### config.mk
export PLATFORM = sky130hd
export DESIGN_NAME = bcd_updown_counter
export DESIGN_NICKNAME = d
export VERILOG_FILES = /design/src/rtl/bcd_pkg.sv /design/src/rtl/bcd_digit.sv /design/src/rtl/bcd_updown_counter.sv
export SDC_FILE = /design/constraint.sdc
export NUM_CORES = 1
export LEC_CHECK = 0
export ABC_CLOCK_PERIOD_IN_PS = 1900
export CORE_MARGIN = 5
export CORE_UTILIZATION = 40
export CTS_CLUSTER_SIZE = 14
export DETAILED_ROUTE_END_ITERATION = 12
export PLACE_DENSITY = 0.73
export RECOVER_POWER = 25
export SLEW_MARGIN = 40
export SYNTH_ARGS = -nofsm -noshare
export SYNTH_HDL_FRONTEND = slang
export SYNTH_SLANG_ARGS = --single-unit
### constraint.sdc
create_clock -name clk -period 1.9 [get_ports clk]
set_input_delay 0.285 -clock clk [delete_from_list [all_inputs] [get_ports clk]]
set_output_delay 0.285 -clock clk [all_outputs]
set_load 0.01 [all_outputs]
### src/rtl/bcd_pkg.sv
// Shared types and helpers for the BCD up/down counter.
// Latency: n/a (package only).
// Backpressure: n/a (package only).
package bcd_pkg;

  typedef logic [3:0] bcd_digit_t;

  localparam bcd_digit_t BCD_MAX = 4'd9;
  localparam bcd_digit_t BCD_MIN = 4'd0;

  // A nibble is valid BCD when it does not exceed 9 (A-F are illegal).
  function automatic logic bcd_is_valid(input bcd_digit_t d);
    return (d <= BCD_MAX);
  endfunction

endpackage

### src/rtl/bcd_digit.sv
// One BCD digit register with load and carry/borrow-qualified step.
// Latency: 1 cycle from load/step to new digit value.
// Backpressure: none; steps whenever step & cin on a clock edge.
//
// Ports:
//   clk, rst_n  - clock and synchronous active-low reset
//   load        - load load_digit (already validated by the parent)
//   load_digit  - value to load
//   step        - a count step is happening this cycle
//   up          - direction, 1 = increment
//   cin         - carry (up) or borrow (down) from the lower digit
//   digit       - registered digit value
//   cout        - cin & (up ? digit==9 : digit==0), feeds the next digit
module bcd_digit
  import bcd_pkg::*;
(
  input  logic       clk,
  input  logic       rst_n,
  input  logic       load,
  input  bcd_digit_t load_digit,
  input  logic       step,
  input  logic       up,
  input  logic       cin,
  output bcd_digit_t digit,
  output logic       cout
);

  logic at_limit;

  // The limit depends on direction: 9 rolls over going up, 0 going down.
  assign at_limit = up ? (digit == BCD_MAX) : (digit == BCD_MIN);
  assign cout     = cin & at_limit;

  always_ff @(posedge clk) begin
    if (!rst_n) begin
      digit <= BCD_MIN;
    end else if (load) begin
      digit <= load_digit;
    end else if (step && cin) begin
      if (up) begin
        digit <= at_limit ? BCD_MIN : bcd_digit_t'(digit + 4'd1);
      end else begin
        digit <= at_limit ? BCD_MAX : bcd_digit_t'(digit - 4'd1);
      end
    end
  end

endmodule

### src/rtl/bcd_updown_counter.sv
// Multi-digit BCD up/down counter with validated parallel load, tc, wrap and load_err.
// Latency: 1 cycle from en/load to q; tc is combinational; wrap/load_err are 1-cycle pulses after the event.
// Backpressure: none; counts one step per cycle while en is high, load has priority over en.
//
// Ports:
//   clk, rst_n - clock and synchronous active-low reset
//   en, up     - count enable and direction (1 = increment)
//   load       - parallel load request, load_val digit i at [4i+3:4i]
//   q          - registered count, same packing as load_val
//   tc         - en & (all digits at the terminal value for the current direction)
//   wrap       - pulse after a step that wrapped the whole count
//   load_err   - pulse after a load rejected for containing a non-BCD digit
//
// Build option: define BCD_SATURATE_EN to stop at 9..9 / 0..0 instead of
// wrapping; wrap is then held at 0 while tc still reports the terminal state.
module bcd_updown_counter
  import bcd_pkg::*;
#(
  parameter int NUM_DIGITS = 4
) (
  input  logic                    clk,
  input  logic                    rst_n,
  input  logic                    en,
  input  logic                    up,
  input  logic                    load,
  input  logic [4*NUM_DIGITS-1:0] load_val,
  output logic [4*NUM_DIGITS-1:0] q,
  output logic                    tc,
  output logic                    wrap,
  output logic                    load_err
);

  logic [NUM_DIGITS-1:0] digit_ok;
  logic                  load_ok;
  logic                  load_take;
  logic                  at_term;
  logic                  step;
  logic                  wrap_nxt;

  // Each digit lives in its own generate scope so the ripple chain is a
  // series of separate nets rather than one self-referencing vector.
  for (genvar g = 0; g < NUM_DIGITS; g++) begin : gen_dig
    logic cin_w;
    logic cout_w;

    if (g == 0) begin : gen_lsd
      // The least significant digit always moves on a step.
      assign cin_w = 1'b1;
    end else begin : gen_chain
      assign cin_w = gen_dig[g-1].cout_w;
    end

    assign digit_ok[g] = bcd_is_valid(load_val[4*g +: 4]);

    bcd_digit u_digit (
      .clk        (clk),
      .rst_n      (rst_n),
      .load       (load_take),
      .load_digit (load_val[4*g +: 4]),
      .step       (step),
      .up         (up),
      .cin        (cin_w),
      .digit      (q[4*g +: 4]),
      .cout       (cout_w)
    );
  end

  // A single illegal nibble rejects the whole load; q then holds.
  assign load_ok   = &digit_ok;
  assign load_take = load & load_ok;

  // Carry out of the top digit means every digit sits at the terminal value.
  assign at_term = gen_dig[NUM_DIGITS-1].cout_w;
  assign tc      = en & at_term;

`ifdef BCD_SATURATE_EN
  assign step     = en & ~load & ~at_term;
  assign wrap_nxt = 1'b0;
`else
  assign step     = en & ~load;
  assign wrap_nxt = en & ~load & at_term;
`endif

  always_ff @(posedge clk) begin
    if (!rst_n) begin
      wrap     <= 1'b0;
      load_err <= 1'b0;
    end else begin
      wrap     <= wrap_nxt;
      load_err <= load & ~load_ok;
    end
  end

endmodule
# Yosys cells after proc, flatten, opt, wreduce, memory -nomap -nowiden
# Index checks and enable logic that the tools add are counted.
word_totals:
  wordCells: 68
  inputBits: 21
  mem_bits_rw: 0
  latch_bits: 0
  output_inout_bits: 19
  regBits: 18
  mem_bits_ro: 0
  mem_count: 0
op_classes:
  n_div: 0
  n_reduce_logical: 12
  bitwise: 10
  mul: 0
  eq_ne: 4
  magnitude_cmp: 4
  muxes: 24
  add_sub_neg: 8
  shift: 0
op_table:
  columns: ["cell", "count"]
  rows:
  - ["$mux 4", 20]
  - ["$add 4x1->4 const B", 4]
  - ["$eq 4x4->1 const B", 4]
  - ["$le 4x4->1 const B", 4]
  - ["$logic_not 4->1", 4]
  - ["$sub 4x1->4 const B", 4]
  - ["$and 1x1->1", 8]
  - ["$reduce_bool 2->1", 4]
  - ["$mux 1", 4]
  - ["$reduce_and 4->1", 1]
  - ["$logic_and 1x1->1", 3]
  - ["$not 1->1", 2]

# Longest topological paths before layout
logic_depth:
  depth_word: 7
  ltp_mapped: 8
  mapped_depth_nobuf: 7

# By module
# A second synthesis with hierarchy kept.
hier_totals:
  hier_cells: 206
  area_unflattened_um2: 1602.8
modules_own_cells:
  columns: ["module", "area_each_um2", "seq_area_each_um2", "cells_per_inst", "n_inst"]
  rows:
  - ["bcd_digit", 374.1, 80.1, 48, 4]
  - ["bcd_updown_counter", 106.4, 40.0, 14, 1]

# Worst setup path after synthesis
# Ideal clock, no wire load.
synth_timing:
  path_type: "reg2reg"
  startpoint: "reg gen_dig[0].u_digit.digit[1]"
  endpoint: "reg gen_dig[2].u_digit.digit[1]"
  setup_ns: 0.091
  path_stages_with_launch: 9
  t_required_ns: 1.809
  path_slack_ns: -0.237
  arrival_time_ns: 2.045
  path_buffers: 1
  period_less_slack_ns: 2.137
  path_cell_list: "dfxtp_1 -> inv_1 -> ha_1 -> or4b_4 -> a21oi_2 -> buf_6 -> nand2_4 -> or3_1 -> a311oi_1"
synth_via:
  elab_chain_cells: 5
  elab_cells_between_ends: 6
  classes_between: "eq/ne: 1; mux: 1; bitwise: 1; reduce/logical: 3"
synth_lines:
  columns: ["item", "line", "text"]
  rows:
  - ["start: declaration", "bcd_digit.sv:24", "output bcd_digit_t digit,"]
  - ["start signal: assignment", "bcd_digit.sv:38", "digit <= load_digit;"]
  - ["start signal: assignment", "bcd_digit.sv:41", "digit <= at_limit ? BCD_MIN : bcd_digit_t'(digit + 4'd1);"]
  - ["start signal: assignment", "bcd_digit.sv:43", "digit <= at_limit ? BCD_MAX : bcd_digit_t'(digit - 4'd1);"]
  - ["$eq 4x4->1 or $logic_not 4->1 (tied branches)", "bcd_digit.sv:31", "assign at_limit = up ? (digit == BCD_MAX) : (digit == BCD_MIN);"]
  - ["$mux 1 (*)", "bcd_digit.sv:31", null]
  - ["$and 1x1->1 (*)", "bcd_digit.sv:32", "assign cout = cin & at_limit;"]
  - ["$logic_and 1x1->1 (*)", "bcd_digit.sv:39", "end else if (step && cin) begin"]
  - ["$reduce_bool 2->1 (no line) (*)", null, null]
  - ["end signal: assignment", "bcd_digit.sv:38", null]
  - ["end signal: assignment", "bcd_digit.sv:41", null]
  - ["end signal: assignment", "bcd_digit.sv:43", null]
  - ["end: declaration", "bcd_digit.sv:24", null]
# Every way passes the cells marked *; elsewhere a longest branch is shown, timed or not.
# A chain may end at the register's enable or synchronous reset.

# Worst setup path in the final report
layout_timing:
  startpoint: "reg gen_dig[0].u_digit.digit[0]"
  endpoint: "out tc"
layout_via:
  elab_chain_cells: 6
  elab_cells_between_ends: 7
  classes_between: "eq/ne: 1; mux: 1; bitwise: 4; reduce/logical: 1"
layout_lines:
  columns: ["item", "line", "text"]
  rows:
  - ["$eq 4x4->1 or $logic_not 4->1 (tied branches)", "bcd_digit.sv:31", null]
  - ["$mux 1 (*)", "bcd_digit.sv:31", null]
  - ["$and 1x1->1 (*) (3 in a row)", "bcd_digit.sv:32", null]
  - ["$and 1x1->1 (*)", "bcd_updown_counter.sv:74", "assign tc = en & at_term;"]
  - ["end: declaration", "bcd_updown_counter.sv:28", "output logic tc,"]
# Marked as above.

==> impl_metrics.yaml <==
placed_design:
  dpl.cell_count: 334
  port_bufs: 39
  gpl.final_weighted_congestion: 0.823
  post-dp-hpwl_um: 3730
logic_synthesis:
  synth.top_cell.area_share: 0.228
  yosys_warnings: 0
  synthesized_netlist_cell_count: 210
  synth.distinct_cells: 45
  syn_nets: 243
  ys_top_cells_by_area: "sky130_fd_sc_hd__dfxtp_1, sky130_fd_sc_hd__ha_1, sky130_fd_sc_hd__nand2_1"
  netlist_area_um2: 1580
  count_of_flip_flops_with_a_built_in_enable_after_synthesis: 0
  synthFlopType: "sky130_fd_sc_hd__dfxtp_1"
  asyncSetResetFlopFracSynth: 0
  mapped_avg_cell_area_um2: 7.53
  ys_ff_latch: 18
  synth_top_cell_by_area: "sky130_fd_sc_hd__dfxtp_1"
  sequential_area_share_after_synthesis: 0.228
detailed_routing:
  drt_first_iter_violations: 143
  wl_per_cell_um: 14.5
  first_pass_iters: 4
  final_antenna_net_count: 0
  totalWireLength_um: 4920
  drt-vias-per-instance: 5.45
  post-route-drc-count: 0
  vias: 1854
cells_and_area:
  finalCoreUtilization: 0.682
  fin_nets: 326
  fillCellCount: 313
  diodes: 0
  final-instance-count-excl-fill: 340
  layout.cells.most_common_list: "sky130_fd_sc_hd__buf_4, sky130_fd_sc_hd__clkdlybuf4s50_1, sky130_fd_sc_hd__nand2_1, sky130_fd_sc_hd__dfxtp_1"
  final_layout_size_suffix_gt1_frac: 0.291
  final_common_cell: "sky130_fd_sc_hd__buf_4"
  multi_input_area_um2: 1200
  seq_cell_area_um2: 368
  area.growth.synth_to_final_pct: 61.5
clock_network:
  post_cts_hold_buffer_count: 0
  insertion_delay_ns: 0.26
  cts.root.buffer_cell: "sky130_fd_sc_hd__clkbuf_8"
  clk_pin_slew_ns: 0.08
  ctsHtreeMaxLevel: 1
  clkSinkCount: 18
  cts_made_buffers: 3
  clock_tree.buffer_depth: 2
  cts_tree: "yes"
sta:
  max_freq_ghz: 0.485
  setup_tns_ns: -0.806
  setup_viol: 10
  slew_viol_final: 0
  post-route-worst-setup-slack_ns: -0.163
  setup_repair_after_global_routing_missed_its_margin: "true"
  timing.final.crit_share: 1.09
  worst_pin_slew_ns: 0.312
  finalHoldViolCount: 0
  period_minus_slack_ns: 2.06
  finalClockSkew_ns: 0.00346
  maxSlewHeadroom: 0.790
power_and_ir_drop:
  internal_power_mw: 0.867
  power.switching_fraction: 0.320
  p_total_mw: 1.27
  pwr-share-comb: 0.410
  power.share.clock: 0.261
  reported_net_switching_power_mw: 0.408
  power.sequential.fraction: 0.330
  p_per_area_nw_per_um2: 499
  vdd_drop_max_v: 0.000261
  p_leak_nw: 1.05
grt:
  maximum_number_of_pins_on_one_net_before_global_route_repair: 22
  combined_global_route_utilization_of_all_metal_layers: 0.184
  first_global_vias: 1783
  grt_pass1_wl_um: 7840
  globalRoute.totalOverflow: 0
  antenna_found_initial: 0
worst_setup_path:
  worstSetupEndpointType: "primary output"
  critPathArrivalTime_ns: 1.78
  crit_required_ns: 1.62
  worstPathMaxFanout: 3
  worst_setup_path_start_kind: "register"
  r2r_cells: 7
  category_of_the_most_critical_setup_path: "reg2out"
die:
  floorplan.die.width_um: 72.9
  num_io_pins: 40
  dieHeight_um: 72.9
  initial_utilization: 0.422
  coreArea_um2: 3740
  rows: 22
  die_area_um2: 5310
status:
  failing_checks: "setup timing"
  outcome: "finished, violations left"
run:
  drv.max_cap_violation_count: 0
worst_hold_path:
  worstHoldPathCells: 3
  worstHoldPathType: "in2reg"
-- path summary, 6_finish.rpt --
| kind | from | to | slack [ns] |
|---|---|---|---|
| hold / removal | load_val[6] | gen_dig[1].u_digit.digit[2] | 0.59 |
| setup reg to reg | gen_dig[0].u_digit.digit[0] | gen_dig[2].u_digit.digit[1] | -0.14 |
| hold reg to reg | gen_dig[2].u_digit.digit[1] | gen_dig[2].u_digit.digit[1] | 0.64 |
| setup / recovery | gen_dig[0].u_digit.digit[0] | tc | -0.16 |
-- cells by family after synthesis --
family	count (synthesis)	share of synthesized area
DFF	18	0.228
buffers and inverters	29	0.0815
and+or+nand+nor	85	0.290
AOI/OAI and AO/OA	54	0.236
xor gates and xnor gates	8	0.0443
adders and majority gates	12	0.0949
muxes	4	0.0261
-- repair_timing --
item                       CTS  global route
resized for setup           17            13
setup endpoints to repair   11            11
buffers inserted             2             0
pin swaps                    8             7
cloned                       0             0
-- area by class of cell --
type	count	area share
sequential	18	0.144
clock buffer	4	0.0216
multi-input combinational	163	0.469
timing repair buffer	94	0.321
inverter	13	0.0201
tap	48	0.0235
-- power groups by stage --
stage	logic (mW)	clock network (mW)	registers, mW
floorplan	0.225	0	0.448
global placement	0.485	0	0.428
detailed placement	0.492	0	0.429
CTS	0.508	0.336	0.421
global route	0.565	0.351	0.424
finish	0.522	0.332	0.421
-- cell usage after synthesis (2+ instances only) --
| cell type | n |
|---|---|
| sky130_fd_sc_hd__xnor2_1 | 3 |
| sky130_fd_sc_hd__nand4_1 | 4 |
| sky130_fd_sc_hd__o21ai_0 | 13 |
| sky130_fd_sc_hd__a31oi_1 | 6 |
| sky130_fd_sc_hd__ha_1 | 12 |
| sky130_fd_sc_hd__nand2_1 | 18 |
| sky130_fd_sc_hd__xor2_1 | 5 |
| sky130_fd_sc_hd__a21boi_0 | 3 |
| sky130_fd_sc_hd__o211ai_1 | 3 |
| sky130_fd_sc_hd__nand2b_1 | 9 |
| sky130_fd_sc_hd__a311oi_1 | 4 |
| sky130_fd_sc_hd__o31ai_1 | 3 |
| sky130_fd_sc_hd__nor3b_1 | 2 |
| sky130_fd_sc_hd__mux2i_1 | 3 |
| sky130_fd_sc_hd__o41ai_1 | 2 |
| sky130_fd_sc_hd__buf_6 | 2 |
| sky130_fd_sc_hd__and3_1 | 3 |
| sky130_fd_sc_hd__nand4b_1 | 4 |
| sky130_fd_sc_hd__or3_1 | 4 |
| sky130_fd_sc_hd__clkbuf_1 | 12 |
| sky130_fd_sc_hd__nand3_1 | 12 |
| sky130_fd_sc_hd__o221ai_1 | 2 |
| sky130_fd_sc_hd__inv_1 | 12 |
| sky130_fd_sc_hd__nor3_1 | 6 |
| sky130_fd_sc_hd__nor2_1 | 14 |
| sky130_fd_sc_hd__a21oi_1 | 9 |
| sky130_fd_sc_hd__dfxtp_1 | 18 |
| sky130_fd_sc_hd__a211oi_1 | 4 |
| sky130_fd_sc_hd__nor2b_1 | 2 |
-- flip-flops by register name, indices dropped and copies added, names as in the netlist --
| name | cells |
|---|---|
| gen_dig.u_digit.digit | 16 |
| load_err | 1 |
| wrap | 1 |
-- layer usage --
layer / global-route usage / part of all wire
met2: 0.318 / 0.48
met4: 0.0615 / 0.023
met1: 0.231 / 0.45
met5: 0 / 0
met3: 0.0275 / 0.044
-- worst max-delay path: stages (launching register included) --
cell                      delay (ns)
sky130_fd_sc_hd__dfxtp_4        0.35
sky130_fd_sc_hd__inv_2          0.06
sky130_fd_sc_hd__ha_4           0.14
sky130_fd_sc_hd__or4b_4         0.51
sky130_fd_sc_hd__nand2_4        0.09
sky130_fd_sc_hd__nand4_1        0.13
sky130_fd_sc_hd__nor2_1         0.11
sky130_fd_sc_hd__buf_2          0.13
-- metrics by stage --
step	hold slack (ns)	instance area (um2)	setup WS (ns)
final	0.588	2550	-0.163
after global routing	0.602	2550	-0.249
after CTS	0.586	2500	-0.153
after global placement	0.608	2380	-0.552
after detailed placement	0.629	2380	-0.563
after floorplan	0.412	1600	-0.0859
(Power assumes the default switching activity.)
